[config.mk]
export PLATFORM = sky130hd
export DESIGN_NAME = reflet_uart_loader
export DESIGN_NICKNAME = d
export VERILOG_FILES = /design/src/rtl/reflet_uart_loader.sv
export SDC_FILE = /design/constraint.sdc
export NUM_CORES = 1
export LEC_CHECK = 0
export CAP_MARGIN = 20
export CORE_MARGIN = 2
export CORE_UTILIZATION = 65
export CTS_BUF_LIST = sky130_fd_sc_hd__clkbuf_2
export DETAILED_ROUTE_END_ITERATION = 10
export PLACE_DENSITY = 0.86
export SYNTH_ARGS = -nofsm -noshare
export SYNTH_HDL_FRONTEND = slang
export SYNTH_SLANG_ARGS = --single-unit
[constraint.sdc]
create_clock -name clk -period 5.05 [get_ports clk]
set_input_delay 1.01 -clock clk [delete_from_list [all_inputs] [get_ports clk]]
set_output_delay 1.01 -clock clk [all_outputs]
set_load 0.03 [all_outputs]
[src/rtl/reflet_uart_loader.sv]
// Boot loader: receives LEN, LEN data bytes and CHK over 8N1 UART, writes them into the
// instruction RAM and releases the CPU reset once the checksum matches.
module reflet_uart_loader #(
    parameter int clk_freq  = 1000000,
    parameter int baud_rate = 9600,
    parameter int mem_size  = 128
) (
    input  logic                        clk,
    input  logic                        reset,
    input  logic                        rx,
    output logic [$clog2(mem_size)-1:0] addr,
    output logic [7:0]                  data_out,
    output logic                        write_en,
    output logic                        cpu_reset,
    output logic                        busy,
    output logic                        done,
    output logic                        error
);
    localparam int P    = clk_freq / baud_rate;
    localparam int HALF = P / 2;
    localparam int CW   = $clog2(P);
    localparam int AW   = $clog2(mem_size);
    localparam logic [CW-1:0] LAST      = CW'(P - 1);
    localparam logic [CW-1:0] HALF_LAST = CW'(HALF - 1);
    localparam logic [8:0]    MEM_N     = 9'(mem_size);

    // ---------------- 8N1 receiver ----------------
    typedef enum logic [1:0] {R_IDLE, R_START, R_DATA, R_STOP} rx_state_t;

    rx_state_t       rstate;
    logic            rx_s1, rx_s2, rx_d;
    logic [CW-1:0]   cnt;
    logic [2:0]      bit_idx;
    logic [7:0]      shreg;
    logic            fall, start_ok, stop_tick, byte_valid, frame_err;

    assign fall       = rx_d & ~rx_s2;
    assign start_ok   = (rstate == R_START) && (cnt == HALF_LAST) && !rx_s2;
    assign stop_tick  = (rstate == R_STOP) && (cnt == LAST);
    assign byte_valid = stop_tick & rx_s2;
    assign frame_err  = stop_tick & ~rx_s2;

    always_ff @(posedge clk or negedge reset) begin
        if (!reset) begin
            rx_s1   <= 1'b1;
            rx_s2   <= 1'b1;
            rx_d    <= 1'b1;
            rstate  <= R_IDLE;
            cnt     <= '0;
            bit_idx <= '0;
            shreg   <= '0;
        end else begin
            rx_s1 <= rx;
            rx_s2 <= rx_s1;
            rx_d  <= rx_s2;
            case (rstate)
                R_IDLE: begin
                    if (fall) begin
                        rstate <= R_START;
                        cnt    <= '0;
                    end
                end
                R_START: begin
                    // mid-bit recheck rejects short glitches as false starts
                    if (cnt == HALF_LAST) begin
                        cnt     <= '0;
                        bit_idx <= '0;
                        rstate  <= rx_s2 ? R_IDLE : R_DATA;
                    end else begin
                        cnt <= cnt + CW'(1);
                    end
                end
                R_DATA: begin
                    if (cnt == LAST) begin
                        cnt     <= '0;
                        shreg   <= {rx_s2, shreg[7:1]};
                        bit_idx <= bit_idx + 3'd1;
                        if (bit_idx == 3'd7) rstate <= R_STOP;
                    end else begin
                        cnt <= cnt + CW'(1);
                    end
                end
                R_STOP: begin
                    if (cnt == LAST) begin
                        cnt    <= '0;
                        rstate <= R_IDLE;
                    end else begin
                        cnt <= cnt + CW'(1);
                    end
                end
                default: rstate <= R_IDLE;
            endcase
        end
    end

    // ---------------- loader FSM ----------------
    typedef enum logic [2:0] {S_WAIT_LEN, S_LOAD, S_CHECK, S_DONE, S_ERROR} state_t;

    state_t     state;
    logic [7:0] len, idx, sum;

    always_ff @(posedge clk or negedge reset) begin
        if (!reset) begin
            state     <= S_WAIT_LEN;
            len       <= '0;
            idx       <= '0;
            sum       <= '0;
            addr      <= '0;
            data_out  <= '0;
            write_en  <= 1'b0;
            cpu_reset <= 1'b0;
            busy      <= 1'b0;
            done      <= 1'b0;
            error     <= 1'b0;
        end else begin
            write_en <= 1'b0;
            case (state)
                S_WAIT_LEN: begin
                    if (start_ok) busy <= 1'b1;
                    if (frame_err) begin
                        state <= S_ERROR;
                        error <= 1'b1;
                        busy  <= 1'b0;
                    end else if (byte_valid) begin
                        sum <= '0;
                        idx <= '0;
                        if (shreg == 8'd0) begin
                            state <= S_CHECK;
                        end else if ({1'b0, shreg} > MEM_N) begin
                            state <= S_ERROR;
                            error <= 1'b1;
                            busy  <= 1'b0;
                        end else begin
                            len   <= shreg;
                            state <= S_LOAD;
                        end
                    end
                end
                S_LOAD: begin
                    if (frame_err) begin
                        state <= S_ERROR;
                        error <= 1'b1;
                        busy  <= 1'b0;
                    end else if (byte_valid) begin
                        write_en <= 1'b1;
                        addr     <= idx[AW-1:0];
                        data_out <= shreg;
                        sum      <= sum + shreg;
                        idx      <= idx + 8'd1;
                        if (idx + 8'd1 == len) state <= S_CHECK;
                    end
                end
                S_CHECK: begin
                    if (frame_err || (byte_valid && shreg != sum)) begin
                        state <= S_ERROR;
                        error <= 1'b1;
                        busy  <= 1'b0;
                    end else if (byte_valid) begin
                        state     <= S_DONE;
                        done      <= 1'b1;
                        busy      <= 1'b0;
                        cpu_reset <= 1'b1;
                    end
                end
                default: ; // DONE and ERROR are terminal until reset
            endcase
        end
    end
endmodule

==> impl_table.tex <==
\begin{tabular}{lr}
\hline
Metric & Value \\
\hline
\multicolumn{2}{l}{\textbf{Place}} \\
\quad Routability congestion estimate from global placement & 0.962 \\
\quad Cell count after placement & 438 \\
\quad DP HPWL & 4840 µm \\
\quad Count of buffers from port buffering & 22 \\
\multicolumn{2}{l}{\textbf{Logic synthesis}} \\
\quad Fraction of registers with async set/reset & 1.00 \\
\quad Sequential fraction of the synthesis area & 0.490 \\
\quad Library cells used by synthesis & 53 \\
\quad Post-synth EDFFs & 0 \\
\quad Synth warn & 0 \\
\quad Cell Area, Synth & 0.00353 mm² \\
\quad Most used flip-flop cell after synthesis & sky130\_fd\_sc\_hd\_\_dfrtp\_1 \\
\quad Number of instances in the synthesized netlist & 358 \\
\quad Syn avg cell area & 9.87 µm² \\
\quad Number of nets produced by synthesis & 373 \\
\quad Number of synthesized register bits & 69 \\
\multicolumn{2}{l}{\textbf{Pwr}} \\
\quad Leak & 1.83 nW \\
\quad Ratio of total power to cell area & 280 mW/mm² \\
\quad Worst VDD drop & 222 µV \\
\multicolumn{2}{l}{\textbf{Die}} \\
\quad Total number of placement rows & 26 \\
\quad Die width & 77.7 µm \\
\quad Count of boundary I/O pins & 23 \\
\quad Vertical die dimension & 77.7 µm \\
\quad Full die area & 0.00604 mm² \\
\quad Area of the placeable core & 0.00517 mm² \\
\quad Starting density of the core & 0.683 \\
\multicolumn{2}{l}{\textbf{STA}} \\
\quad Summed negative setup slack over all endpoints & 0 ns \\
\quad Share of the clock period used by the worst path after layout & 0.514 \\
\quad Relative slew slack & 0.367 \\
\quad Setup repair after global routing missed its margin & no \\
\quad Tightest Pin Transition & 0.946 ns \\
\quad Worst Clk Skew & 0.0257 ns \\
\quad Total count of hold-check failures in the final report & 0 \\
\quad Final slew viol count & 0 \\
\quad FMAX & 385 MHz \\
\quad Min cycle time layout & 2.60 ns \\
\quad Final setup violation count & 0 \\
\multicolumn{2}{l}{\textbf{Cells and area}} \\
\quad Syn-to-layout area delta & 9.10\% \\
\quad Count of non-filler cells in the finished layout & 454 \\
\quad Layout net count & 394 \\
\quad Most common cell after layout, fill and taps aside & sky130\_fd\_sc\_hd\_\_nand2\_1 \\
\quad Top library cells by usage in the layout, fill and taps aside & 71 x sky130\_fd\_sc\_hd\_\_nand2\_1, 66 x sky130\_fd\_sc\_hd\_\_dfrtp\_1, 27 x sky130\_fd\_sc\_hd\_\_o21ai\_0 \\
\quad Count of fill cells added during filler insertion & 374 \\
\quad Antenna diode count & 0 \\
\quad Fraction of layout cells with a size suffix above 1 & 0.125 \\
\multicolumn{2}{l}{\textbf{CTS}} \\
\quad CTS Hold Bufs & 0 \\
\quad Master cell of the clock root buffer & sky130\_fd\_sc\_hd\_\_clkbuf\_2 \\
\quad Post-CTS Repair Setup Buffers & 0 \\
\quad Clock transition at path regs & 0.18 ns \\
\quad Clock tree from TritonCTS & yes \\
\quad Worst-Skew Late Latency & 0.52 ns \\
\quad Number of sinks driven by the clock tree & 69 \\
\quad Number of H-tree branching levels & 3 \\
\quad TritonCTS Buffers & 9 \\
\quad Number of instances resized during post-cts repair & 0 \\
\quad Clock Path Buffers & 2 \\
\multicolumn{2}{l}{\textbf{Routing}} \\
\quad Detailed-route wire length & 7050 µm \\
\quad Drc violations & 0 \\
\quad Number of DRC markers in iteration 0 & 161 \\
\quad WL per Instance & 15.5 µm \\
\quad Routed via count & 2,712 \\
\quad First-pass DRT Iterations & 4 \\
\quad Antenna-violating nets left & 0 \\
\quad Vias per cell & 5.97 \\
\multicolumn{2}{l}{\textbf{Global route}} \\
\quad Initial antenna violation count & 0 \\
\quad Via count of the first global-routing pass & 2,569 \\
\quad Grt ovf & 0 \\
\quad Total global routing track utilization & 0.261 \\
\quad Global-route wire length before repair & 12,300 µm \\
\quad Maximum number of pins on one net before global-route repair & 70 \\
\multicolumn{2}{l}{\textbf{Setup path}} \\
\quad Critical path cell sequence & clkdlybuf4s50\_1 \\
\quad Crit. End Element & primary output \\
\quad Maximum fanout along the worst path & 2 \\
\quad Crit-path max cell delay & 0.68 ns \\
\quad Worst Path Class, Setup & reg2out \\
\quad Worst Path Arrival & 1.59 ns \\
\quad Kind of launch point of the worst setup path & flop \\
\quad Slowest CP cell & sky130\_fd\_sc\_hd\_\_clkdlybuf4s50\_1 \\
\quad Top Family by Delay on Critical Path & buffers and inverters \\
\quad Worst path bufs/invs & 1 \\
\quad Critical path required time & 4.04 ns \\
\multicolumn{2}{l}{\textbf{Run}} \\
\quad Max-cap violation count & 0 \\
\multicolumn{2}{l}{\textbf{Hold path}} \\
\quad Path class of the lowest-slack min-delay path & reg2reg \\
\multicolumn{2}{l}{\textbf{Outcome}} \\
\quad Outcome & complete, no violations \\
\hline
\end{tabular}
==> state kept, by name, indices dropped and copies added (netlist names), 3 cells and up, named ones only <==
| register | cells |
|---|---|
| addr | 7 |
| bit_idx | 3 |
| cnt | 7 |
| data_out | 8 |
| idx | 8 |
| len | 8 |
| shreg | 8 |
| state | 3 |
| sum | 8 |
==> cells by family after synthesis <==
kind of cell | after synthesis | share of synthesized area
and+or+nand+nor | 151 | 0.215
DFF | 69 | 0.490
AOI/OAI and AO/OA | 67 | 0.115
xor gates and xnor gates | 22 | 0.0545
buffers and inverters | 20 | 0.0276
muxes | 17 | 0.0542
adders and majority gates | 12 | 0.0446
==> final cells by class <==
cell class,instances,area (µm²),area share
Tap cell,70,87.6,0.0227
Timing Repair Buffer,23,223,0.0578
Inverter,7,26.3,0.00681
Multi-Input combinational cell,269,1710,0.443
Sequential cell,69,1730,0.449
Clock buffer,11,55.1,0.0143
Clock inverter,5,27.5,0.00714
==> power by group <==
| part | internal [W] | switching (W) | leakage [nW] |
|---|---|---|---|
| clock | 0.0000654 | 0.000196 | 0.0615 |
| combinational | 0.0000698 | 0.000102 | 0.833 |
| sequential | 0.000592 | 0.0000559 | 0.938 |
==> metal layers <==
layer  vias up  track usage  share of wire
li1       1292            -              -
met1      1326        0.368           0.48
met2        76        0.383           0.45
met3        18       0.0547          0.043
met4         0        0.132          0.022
met5         -            0              0
==> path summary, 6_finish.rpt <==
| kind | start | to | slack [ns] | cells past startpoint |
|---|---|---|---|---|
| max | data_out[2]$_DFFE_PN0P_ | data_out[2] | 2.45 | 1 |
| min | rx_s1$_DFF_PN1_ | rx_s2$_DFF_PN1_ | 0.37 | 0 |
| max reg2reg | cnt[0]$_DFFE_PN0P_ | idx[7]$_DFFE_PN0P_ | 2.66 | 7 |
| min reg2reg | rx_s1$_DFF_PN1_ | rx_s2$_DFF_PN1_ | 0.37 | 0 |
| max in group asynchronous | reset | state[2]$_DFFE_PN0P_ | 3.84 | 2 |
| min in group asynchronous | reset | addr[0]$_DFFE_PN0P_ | 0.66 | 2 |
==> Yosys cell counts (all sizes together) (2+ instances only) <==
library cell  instances  share of area
nand2                72          0.077
dfrtp                66           0.47
o21ai                28          0.041
nor2                 26          0.028
mux2                 17          0.054
a21oi                15          0.021
nand3                12          0.018
xnor2                12          0.030
ha                   11          0.039
nor3                 10          0.021
xor2                 10          0.025
buf                   8          0.015
inv                   7         0.0074
o31ai                 6          0.013
clkbuf                5         0.0057
nor4                  5          0.013
nand4                 4         0.0071
a211oi                3         0.0064
a21o                  3         0.0064
a22o                  3         0.0074
and2                  3         0.0053
dfstp                 3          0.022
nor2b                 3         0.0053
nor3b                 3         0.0064
nand2b                2         0.0035
nand3b                2         0.0042
nor4b                 2         0.0050
or2                   2         0.0035
or3                   2         0.0050
==> through the flow <==
| step | total power (W) | setup slack [ns] | hold slack [ns] | util | instance area (µm²) |
|---|---|---|---|---|---|
| CTS | 0.00108 | 2.42 | 0.370 | 0.746 | 3860 |
| global route | 0.00114 | 2.31 | 0.374 | 0.746 | 3860 |
| global placement | 0.000817 | 2.78 | 0.347 | 0.730 | 3770 |
| detailed placement | 0.000827 | 2.66 | 0.348 | 0.730 | 3770 |
| finish | 0.00108 | 2.45 | 0.369 | 0.746 | 3860 |
| floorplan | 0.000782 | 3.17 | 0.345 | - | 3530 |
Power figures use the tool's default switching activity.
